File: src/rtl/image_pkg.sv
// Shared image-pipeline types, width helpers and window indexing used by
// sliding_window and window_convolution.
package image_pkg;

  localparam int DEFAULT_ITEM_BITS   = 8;
  localparam int DEFAULT_KERNEL_SIZE = 3;
  localparam int DEFAULT_COEFF_BITS  = 8;
  localparam int DEFAULT_SHIFT       = 4;
  localparam int TAG_BITS            = 16;

  typedef logic        [DEFAULT_ITEM_BITS-1:0]  ItemType;
  typedef logic signed [DEFAULT_COEFF_BITS-1:0] CoeffType;
  typedef logic        [TAG_BITS-1:0]           TagType;

  // Unsigned pixel gains a zero sign bit before the signed multiply.
  function automatic int product_bits(int item_bits, int coeff_bits);
    return item_bits + 1 + coeff_bits;
  endfunction

  function automatic int sum_bits(int item_bits, int coeff_bits, int kernel_size);
    return product_bits(item_bits, coeff_bits) + $clog2(kernel_size * kernel_size);
  endfunction

  localparam int PRODUCT_BITS = product_bits(DEFAULT_ITEM_BITS, DEFAULT_COEFF_BITS);
  localparam int SUM_BITS     = sum_bits(DEFAULT_ITEM_BITS, DEFAULT_COEFF_BITS, DEFAULT_KERNEL_SIZE);

  // Element [row][column] of a flattened window; row 0 is the top row.
  function automatic int window_index(int row, int column, int kernel_size);
    return row * kernel_size + column;
  endfunction

endpackage

File: src/rtl/internal_axi4_stream_if.sv
// Valid/ready stream with row/column tags travelling alongside the data.
interface internal_axi4_stream_if
  import image_pkg::*;
#(
  parameter int DATA_BITS = DEFAULT_ITEM_BITS
) ();

  logic                 valid;
  logic                 ready;
  logic [DATA_BITS-1:0] data;
  TagType               row;
  TagType               column;

  modport master (output valid, data, row, column, input ready);
  modport slave  (input valid, data, row, column, output ready);

endinterface

File: src/rtl/window_convolution_signed_adder_tree.sv
// Combinational balanced reduction of N signed operands; output is wide
// enough that the sum can never overflow.
module signed_adder_tree #(
  parameter int N       = 9,
  parameter int IN_BITS = 17
) (
  input  logic        [N*IN_BITS-1:0]            operands,
  output logic signed [IN_BITS+$clog2(N)-1:0]    sum
);

  localparam int OUT_BITS = IN_BITS + $clog2(N);
  localparam int LEVELS   = $clog2(N);
  localparam int LEAVES   = 1 << LEVELS;

  // Level 0 holds the sign-extended operands padded with zeros up to a power
  // of two; every further level halves the node count.
  for (genvar lvl = 0; lvl <= LEVELS; lvl++) begin : g_level
    localparam int WIDTH = LEAVES >> lvl;
    logic signed [OUT_BITS-1:0] partial [WIDTH];

    if (lvl == 0) begin : g_leaves
      for (genvar leaf = 0; leaf < WIDTH; leaf++) begin : g_leaf
        if (leaf < N) begin : g_operand
          assign partial[leaf] = OUT_BITS'($signed(operands[leaf*IN_BITS +: IN_BITS]));
        end else begin : g_pad
          assign partial[leaf] = '0;
        end
      end
    end else begin : g_sums
      for (genvar node = 0; node < WIDTH; node++) begin : g_node
        assign partial[node] = g_level[lvl-1].partial[2*node] + g_level[lvl-1].partial[2*node+1];
      end
    end
  end

  assign sum = g_level[LEVELS].partial[0];

endmodule

File: src/rtl/window_convolution.sv
// Three-stage convolution of a KxK window with a loadable signed kernel:
// products, adder-tree sum, then round/shift/saturate to one pixel.
module window_convolution
  import image_pkg::*;
#(
  parameter int ITEM_BITS   = DEFAULT_ITEM_BITS,
  parameter int KERNEL_SIZE = DEFAULT_KERNEL_SIZE,
  parameter int COEFF_BITS  = DEFAULT_COEFF_BITS,
  parameter int SHIFT       = DEFAULT_SHIFT
) (
  input  logic                                         clock_i,
  input  logic                                         reset_ni,
  internal_axi4_stream_if.slave                        window_slave_port,
  internal_axi4_stream_if.master                       pixel_master_port,
  input  logic [KERNEL_SIZE*KERNEL_SIZE*COEFF_BITS-1:0] kernel_i,
  input  logic                                         kernel_load_i
);

  localparam int WINDOW_ITEMS = KERNEL_SIZE * KERNEL_SIZE;
  localparam int KERNEL_BITS  = WINDOW_ITEMS * COEFF_BITS;
  localparam int PROD_BITS    = product_bits(ITEM_BITS, COEFF_BITS);
  localparam int ACC_BITS     = sum_bits(ITEM_BITS, COEFF_BITS, KERNEL_SIZE);
  localparam int CENTER       = (KERNEL_SIZE - 1) / 2;

  function automatic logic [KERNEL_BITS-1:0] identity_kernel();
    logic [KERNEL_BITS-1:0] coeffs;
    coeffs = '0;
    coeffs[window_index(CENTER, CENTER, KERNEL_SIZE)*COEFF_BITS +: COEFF_BITS] = COEFF_BITS'(1 << SHIFT);
    return coeffs;
  endfunction

  localparam logic [KERNEL_BITS-1:0] IDENTITY_KERNEL = identity_kernel();
  localparam int                     BIAS_SHIFT      = (SHIFT > 0) ? SHIFT - 1 : 0;
  localparam logic signed [ACC_BITS:0] ROUND_BIAS =
    (SHIFT > 0) ? ((ACC_BITS+1)'(1) << BIAS_SHIFT) : '0;
  localparam logic signed [ACC_BITS:0] PIXEL_MAX = (ACC_BITS+1)'((1 << ITEM_BITS) - 1);

  logic                               stall;
  logic [KERNEL_BITS-1:0]             kernel_q;
  logic [WINDOW_ITEMS*PROD_BITS-1:0]  products;
  logic [WINDOW_ITEMS*PROD_BITS-1:0]  s1_products;
  logic                               s1_valid;
  logic                               s2_valid;
  logic                               s3_valid;
  TagType                             s1_row;
  TagType                             s1_column;
  TagType                             s2_row;
  TagType                             s2_column;
  TagType                             s3_row;
  TagType                             s3_column;
  logic signed [ACC_BITS-1:0]         tree_sum;
  logic signed [ACC_BITS-1:0]         s2_sum;
  logic signed [ACC_BITS:0]           rounded;
  logic signed [ACC_BITS:0]           shifted;
  logic [ITEM_BITS-1:0]               pixel_next;
  logic [ITEM_BITS-1:0]               s3_pixel;

  // The whole pipeline freezes when the output is offered but not taken.
  assign stall                   = s3_valid && !pixel_master_port.ready;
  assign window_slave_port.ready = !stall;

  // A load and a window accepted on the same edge: the window sees kernel_q
  // before the update, so it still uses the old coefficients.
  always_ff @(posedge clock_i or negedge reset_ni) begin
    if (!reset_ni) begin
      kernel_q <= IDENTITY_KERNEL;
    end else if (kernel_load_i) begin
      kernel_q <= kernel_i;
    end
  end

  for (genvar r = 0; r < KERNEL_SIZE; r++) begin : g_row
    for (genvar c = 0; c < KERNEL_SIZE; c++) begin : g_column
      localparam int IDX = window_index(r, c, KERNEL_SIZE);
      logic signed [PROD_BITS-1:0] pixel_ext;
      logic signed [PROD_BITS-1:0] coeff_ext;
      assign pixel_ext = PROD_BITS'($signed({1'b0, window_slave_port.data[IDX*ITEM_BITS +: ITEM_BITS]}));
      assign coeff_ext = PROD_BITS'($signed(kernel_q[IDX*COEFF_BITS +: COEFF_BITS]));
      assign products[IDX*PROD_BITS +: PROD_BITS] = pixel_ext * coeff_ext;
    end
  end

  signed_adder_tree #(
    .N       (WINDOW_ITEMS),
    .IN_BITS (PROD_BITS)
  ) u_adder_tree (
    .operands (s1_products),
    .sum      (tree_sum)
  );

  // Round half up, floor-shift, then clip into the unsigned pixel range.
  always_comb begin
    rounded    = (ACC_BITS+1)'(s2_sum) + ROUND_BIAS;
    shifted    = rounded >>> SHIFT;
    pixel_next = shifted[ITEM_BITS-1:0];
    if (shifted[ACC_BITS]) begin
      pixel_next = '0;
    end else if (shifted > PIXEL_MAX) begin
      pixel_next = '1;
    end
  end

  always_ff @(posedge clock_i or negedge reset_ni) begin
    if (!reset_ni) begin
      s1_valid    <= 1'b0;
      s1_row      <= '0;
      s1_column   <= '0;
      s1_products <= '0;
      s2_valid    <= 1'b0;
      s2_row      <= '0;
      s2_column   <= '0;
      s2_sum      <= '0;
      s3_valid    <= 1'b0;
      s3_row      <= '0;
      s3_column   <= '0;
      s3_pixel    <= '0;
    end else if (!stall) begin
      s1_valid    <= window_slave_port.valid;
      s1_row      <= window_slave_port.row;
      s1_column   <= window_slave_port.column;
      s1_products <= products;
      s2_valid    <= s1_valid;
      s2_row      <= s1_row;
      s2_column   <= s1_column;
      s2_sum      <= tree_sum;
      s3_valid    <= s2_valid;
      s3_row      <= s2_row;
      s3_column   <= s2_column;
      s3_pixel    <= pixel_next;
    end
  end

  assign pixel_master_port.valid  = s3_valid;
  assign pixel_master_port.data   = s3_pixel;
  assign pixel_master_port.row    = s3_row;
  assign pixel_master_port.column = s3_column;

endmodule

File: src/flat_wrapper.sv
// flat-port wrapper written by rule: the top's interface ports become plain ports
module window_convolution_flat import image_pkg::*;
#(
  parameter int ITEM_BITS   = DEFAULT_ITEM_BITS,
  parameter int KERNEL_SIZE = DEFAULT_KERNEL_SIZE,
  parameter int COEFF_BITS  = DEFAULT_COEFF_BITS,
  parameter int SHIFT       = DEFAULT_SHIFT
)
  (clock_i, reset_ni, kernel_i, kernel_load_i, window_slave_port_valid, window_slave_port_data, window_slave_port_row, window_slave_port_column, window_slave_port_ready, pixel_master_port_valid, pixel_master_port_data, pixel_master_port_row, pixel_master_port_column, pixel_master_port_ready);
  internal_axi4_stream_if #(.DATA_BITS(((3) * (3))*(8))) window_slave_port_i ();
  internal_axi4_stream_if #(.DATA_BITS((8))) pixel_master_port_i ();
  input  logic clock_i;
  input  logic reset_ni;
  input  logic [KERNEL_SIZE*KERNEL_SIZE*COEFF_BITS-1:0] kernel_i;
  input  logic kernel_load_i;
  input wire logic [$bits(window_slave_port_i.valid)-1:0] window_slave_port_valid;
  input wire logic [$bits(window_slave_port_i.data)-1:0] window_slave_port_data;
  input wire logic [$bits(window_slave_port_i.row)-1:0] window_slave_port_row;
  input wire logic [$bits(window_slave_port_i.column)-1:0] window_slave_port_column;
  output wire logic [$bits(window_slave_port_i.ready)-1:0] window_slave_port_ready;
  output wire logic [$bits(pixel_master_port_i.valid)-1:0] pixel_master_port_valid;
  output wire logic [$bits(pixel_master_port_i.data)-1:0] pixel_master_port_data;
  output wire logic [$bits(pixel_master_port_i.row)-1:0] pixel_master_port_row;
  output wire logic [$bits(pixel_master_port_i.column)-1:0] pixel_master_port_column;
  input wire logic [$bits(pixel_master_port_i.ready)-1:0] pixel_master_port_ready;
  assign window_slave_port_i.valid = window_slave_port_valid;
  assign window_slave_port_i.data = window_slave_port_data;
  assign window_slave_port_i.row = window_slave_port_row;
  assign window_slave_port_i.column = window_slave_port_column;
  assign window_slave_port_ready = window_slave_port_i.ready;
  assign pixel_master_port_valid = pixel_master_port_i.valid;
  assign pixel_master_port_data = pixel_master_port_i.data;
  assign pixel_master_port_row = pixel_master_port_i.row;
  assign pixel_master_port_column = pixel_master_port_i.column;
  assign pixel_master_port_i.ready = pixel_master_port_ready;
  window_convolution #(.ITEM_BITS(ITEM_BITS), .KERNEL_SIZE(KERNEL_SIZE), .COEFF_BITS(COEFF_BITS), .SHIFT(SHIFT)) u_core (.clock_i(clock_i), .reset_ni(reset_ni), .window_slave_port(window_slave_port_i), .pixel_master_port(pixel_master_port_i), .kernel_i(kernel_i), .kernel_load_i(kernel_load_i));
endmodule
File: config.mk
export PLATFORM = sky130hd
export DESIGN_NAME = window_convolution_flat
export DESIGN_NICKNAME = d
export VERILOG_FILES = /design/src/rtl/image_pkg.sv /design/src/rtl/internal_axi4_stream_if.sv /design/src/rtl/window_convolution_signed_adder_tree.sv /design/src/rtl/window_convolution.sv /design/src/flat_wrapper.sv
export SDC_FILE = /design/constraint.sdc
export NUM_CORES = 2
export LEC_CHECK = 0
export CORE_ASPECT_RATIO = 1.2
export CORE_UTILIZATION = 45
export DETAILED_ROUTE_END_ITERATION = 10
export GPL_TIMING_DRIVEN = 0
export SYNTH_ARGS = -nofsm -noshare
export SYNTH_HDL_FRONTEND = slang
export SYNTH_HIERARCHICAL = 1
export SYNTH_SLANG_ARGS = --single-unit
File: constraint.sdc
create_clock -name clock_i -period 8.7 [get_ports clock_i]
set_input_delay 2.175 -clock clock_i [delete_from_list [all_inputs] [get_ports clock_i]]
set_output_delay 2.175 -clock clock_i [all_outputs]
set_load 0.01 [all_outputs]
==> results.md <==
- Starting density of the core: between 40% and 50%
- Compound-Gate Fraction of Synth Area: around 7.1%
- Iteration count of the initial detailed-routing pass: 7
- Longest Clk Path Bufs: 3
- Full die area: 83000 µm²
- Port Buf Inserts: 221
- Total gr overflow: 0
- # rows: 114
- Buf+Inv Stages, Crit Path: 7
- Skew final: 0.0371 ns
- I/O pin cnt: approximately 220
- H-tree depth: 2
- EDFF count, synth: 0
- CP required: 6.53 ns
- CP Class: in2out
- Syn_area_per_cell: 9.28 µm²
- Num CTS Buffers: 44
- Area delta synth->final: 13.8%
- DRC: 0
- Inst Count DP: ~5200
- Tmin final: 7.96 ns
- DR vias/cell: between 5 and 6
- Hold buffers post-CTS: 0
- Metal2 WL: ~49000 µm
- Status: finished, final reports clean
- WL final: 95800 µm
- Largest fanout on the critical path: 10
- Dpl hpwl: 76700 µm
- Worst slew pin tran: 1.44 ns
- Pins Over Slew Limit: 0
- Root Buffer: clkbuf_16
- Final Hold Fails: 0
- Crit path max-delay cell type: clkdlybuf4s50_1
- CTS tree: done
- Die Height: 315 µm
- DR top layer: met4
- Post-Synth XOR/XNOR Area: 2.31%
- Fin crit share: 91.5%
- Final setup violation count: 0
- Adder-Cell Fraction of Synth Area: 38.6%
- Die span in x: 263 µm
- Crit end category: output pin
- Drt initial violations: 1395
- Core Region: 80700 µm²
- Post-Synth Simple-Gate Area: between 10% and 20%
- RSZ-0062 raised after global routing: false
- Worst-path clk slew: around 0.070 ns
- Crit-path cells: clkdlybuf4s50_1, nor2b_1, clkbuf_1, inv_1, buf_2, clkbuf_1, clkbuf_1, clkdlybuf4s50_1
- Most used cell, CP: clkbuf_1
- Clk_lat worst skew: 0.63 ns
- Post-route core utilization: 51.9%
- Post_cts resized: 0
- Post-place instance area: 40400 µm²
- DR vias: around 27000
- Final Non-Filler Cells: 5312
- TNS Setup: 0 ns
- Maximum clock frequency: 0.126 GHz
- Clock sink total: 350
- GP Congestion: just over 0.9
- Global-route wire length before repair: 155000 µm
- Post-Syn Area: approximately 37000 µm²
- CP delay by family, top: buffers and inverters
- Total GRT Usage: 23.9%
- Async S/R FF share, synth: 100%
- Slew HR: 3.92%
- CP arrival: 5.79 ns
- Largest net degree at the start of global routing: 110
- Net Count, Synth: 5012
- Gate Count Post-Synth: 3967
- Postcts setup bufs: 0
- Ys flop type: dfrtp_1
- Antenna violations before repair: 0
- Crit path launch type: primary input
- ANT nets after route: 0
- Layout cells sized above 1: 4.59%
- Synth warn: 6
- Largest family of logic cells by synthesized area: adder cells
- Met3 WL: between 3000 and 4000 µm
- Flops & latches, synth: 350
- Wire length on met1: 41700 µm
- Multiplexer area fraction after synthesis: 2.22%
- Hold Crit Class: reg2reg
- Max Cap Viol: 0
- Routed WL per cell: 18.0 µm
- CP peak stage delay: 0.71 ns
- Cell area after layout: around 42000 µm²
- Vias in the first global route: 28100
- Antenna fix cells: 0
- Sequential area share after synthesis: a little under a quarter
- Distinct cells, synth: 65
- Nets: ~5300
worst paths after layout:
path	end	slack, ns	start	depth (start not counted)
max in group asynchronous	u_core/pixel_master_port.column[4]	5.68	reset_ni	3
worst min-delay path	u_core/s2_valid	0.46	u_core/s2_valid	2
worst max-delay path	window_slave_port_ready	0.74	pixel_master_port_ready	8
worst max register to register	u_core/s1_products[97]	3.99	u_core/kernel_q[40]	17
min in group asynchronous	u_core/kernel_q[50]	1.52	reset_ni	1
worst min register to register	u_core/s2_valid	0.46	u_core/s2_valid	2
registers in the layout, indices dropped and copies added, names as in the netlist:
register,flops
u_core/kernel_q,72
u_core/pixel_master_port.column,16
u_core/pixel_master_port.data,8
u_core/pixel_master_port.row,16
u_core/pixel_master_port.valid,1
u_core/s1_column,16
u_core/s1_products,153
u_core/s1_row,16
u_core/s1_valid,1
u_core/s2_column,16
u_core/s2_row,16
u_core/s2_sum,18
u_core/s2_valid,1
worst min-delay path: cells and delay by family (launching register included):
family        cells  cell delay [ns]
simple gates      2             0.10
flops             1             0.34
metrics by stage:
| stage | setup slack, ns | hold slack, ns |
|---|---|---|
| 2_1_floorplan | 2.73 | 0.430 |
| 3_3_place_gp | -11.23 | 0.441 |
| 3_5_place_dp | 0.728 | 0.448 |
| 4_1_cts | 0.706 | 0.463 |
| 5_1_grt | 0.628 | 0.481 |
| 6_report | 0.736 | 0.462 |
logic make-up after synthesis:
family | Yosys count
flops | 350
simple gates | 1396
xor+xnor | 97
compound gates | 426
fa+ha+maj | 864
mux | 73
buf+inv | 761
layout by cell type, fill, tap and decap left out, types with 8 or more instances in the layout:
master / n
o21ai_0: 120
nand2_1: 686
a31oi_1: 16
mux2_2: 67
nand2b_1: 50
dfrtp_1: 349
xnor2_1: 47
buf_2: 17
or3_1: 9
nor2_1: 144
nor2b_1: 20
o21a_1: 10
a21oi_1: 140
fa_1: 455
and2_1: 367
o31ai_1: 8
o21bai_1: 18
a21o_1: 29
clkdlybuf4s50_1: 220
ha_1: 409
inv_1: 687
nor3_1: 39
xor2_1: 50
nand3_1: 29
clkbuf_1: 55
a211oi_1: 39
clkbuf_16: 44
metal layers:
metal	up-vias	GRT usage [%]
met2	460	43.0
met3	97	2.53
met1	13400	30.8
met4	0	5.58
li1	13000	-
met5	-	0
synthesized netlist by cell type, types with 52 or more instances:
cell type  instances  area, µm²
dfrtp_1          349       8730
inv_1            687       2580
a21oi_1          140        701
and2_1           367       2300
mux2_2            67        754
nor2_1           144        541
ha_1             409       5120
nand2_1          686       2570
fa_1             455       9110
clkbuf_1          52        195
o21ai_0          120        601
layout make-up:
| type | count | area, µm² |
|---|---|---|
| Buffer | 74 | 300 |
| Clock buffer | 53 | 1180 |
| Clock inverter | 24 | 285 |
| Fill cell | 7711 | 38800 |
| Inverter | 687 | 2580 |
| Multi-Input combinational cell | 2856 | 25200 |
| Sequential cell | 350 | 8760 |
| Tap cell | 1044 | 1310 |
| Timing Repair Buffer | 224 | 2300 |
Power is left out: the tool's default activity adds up to more than one toggle a clock period on the data nets, which glitch-free logic cannot reach.
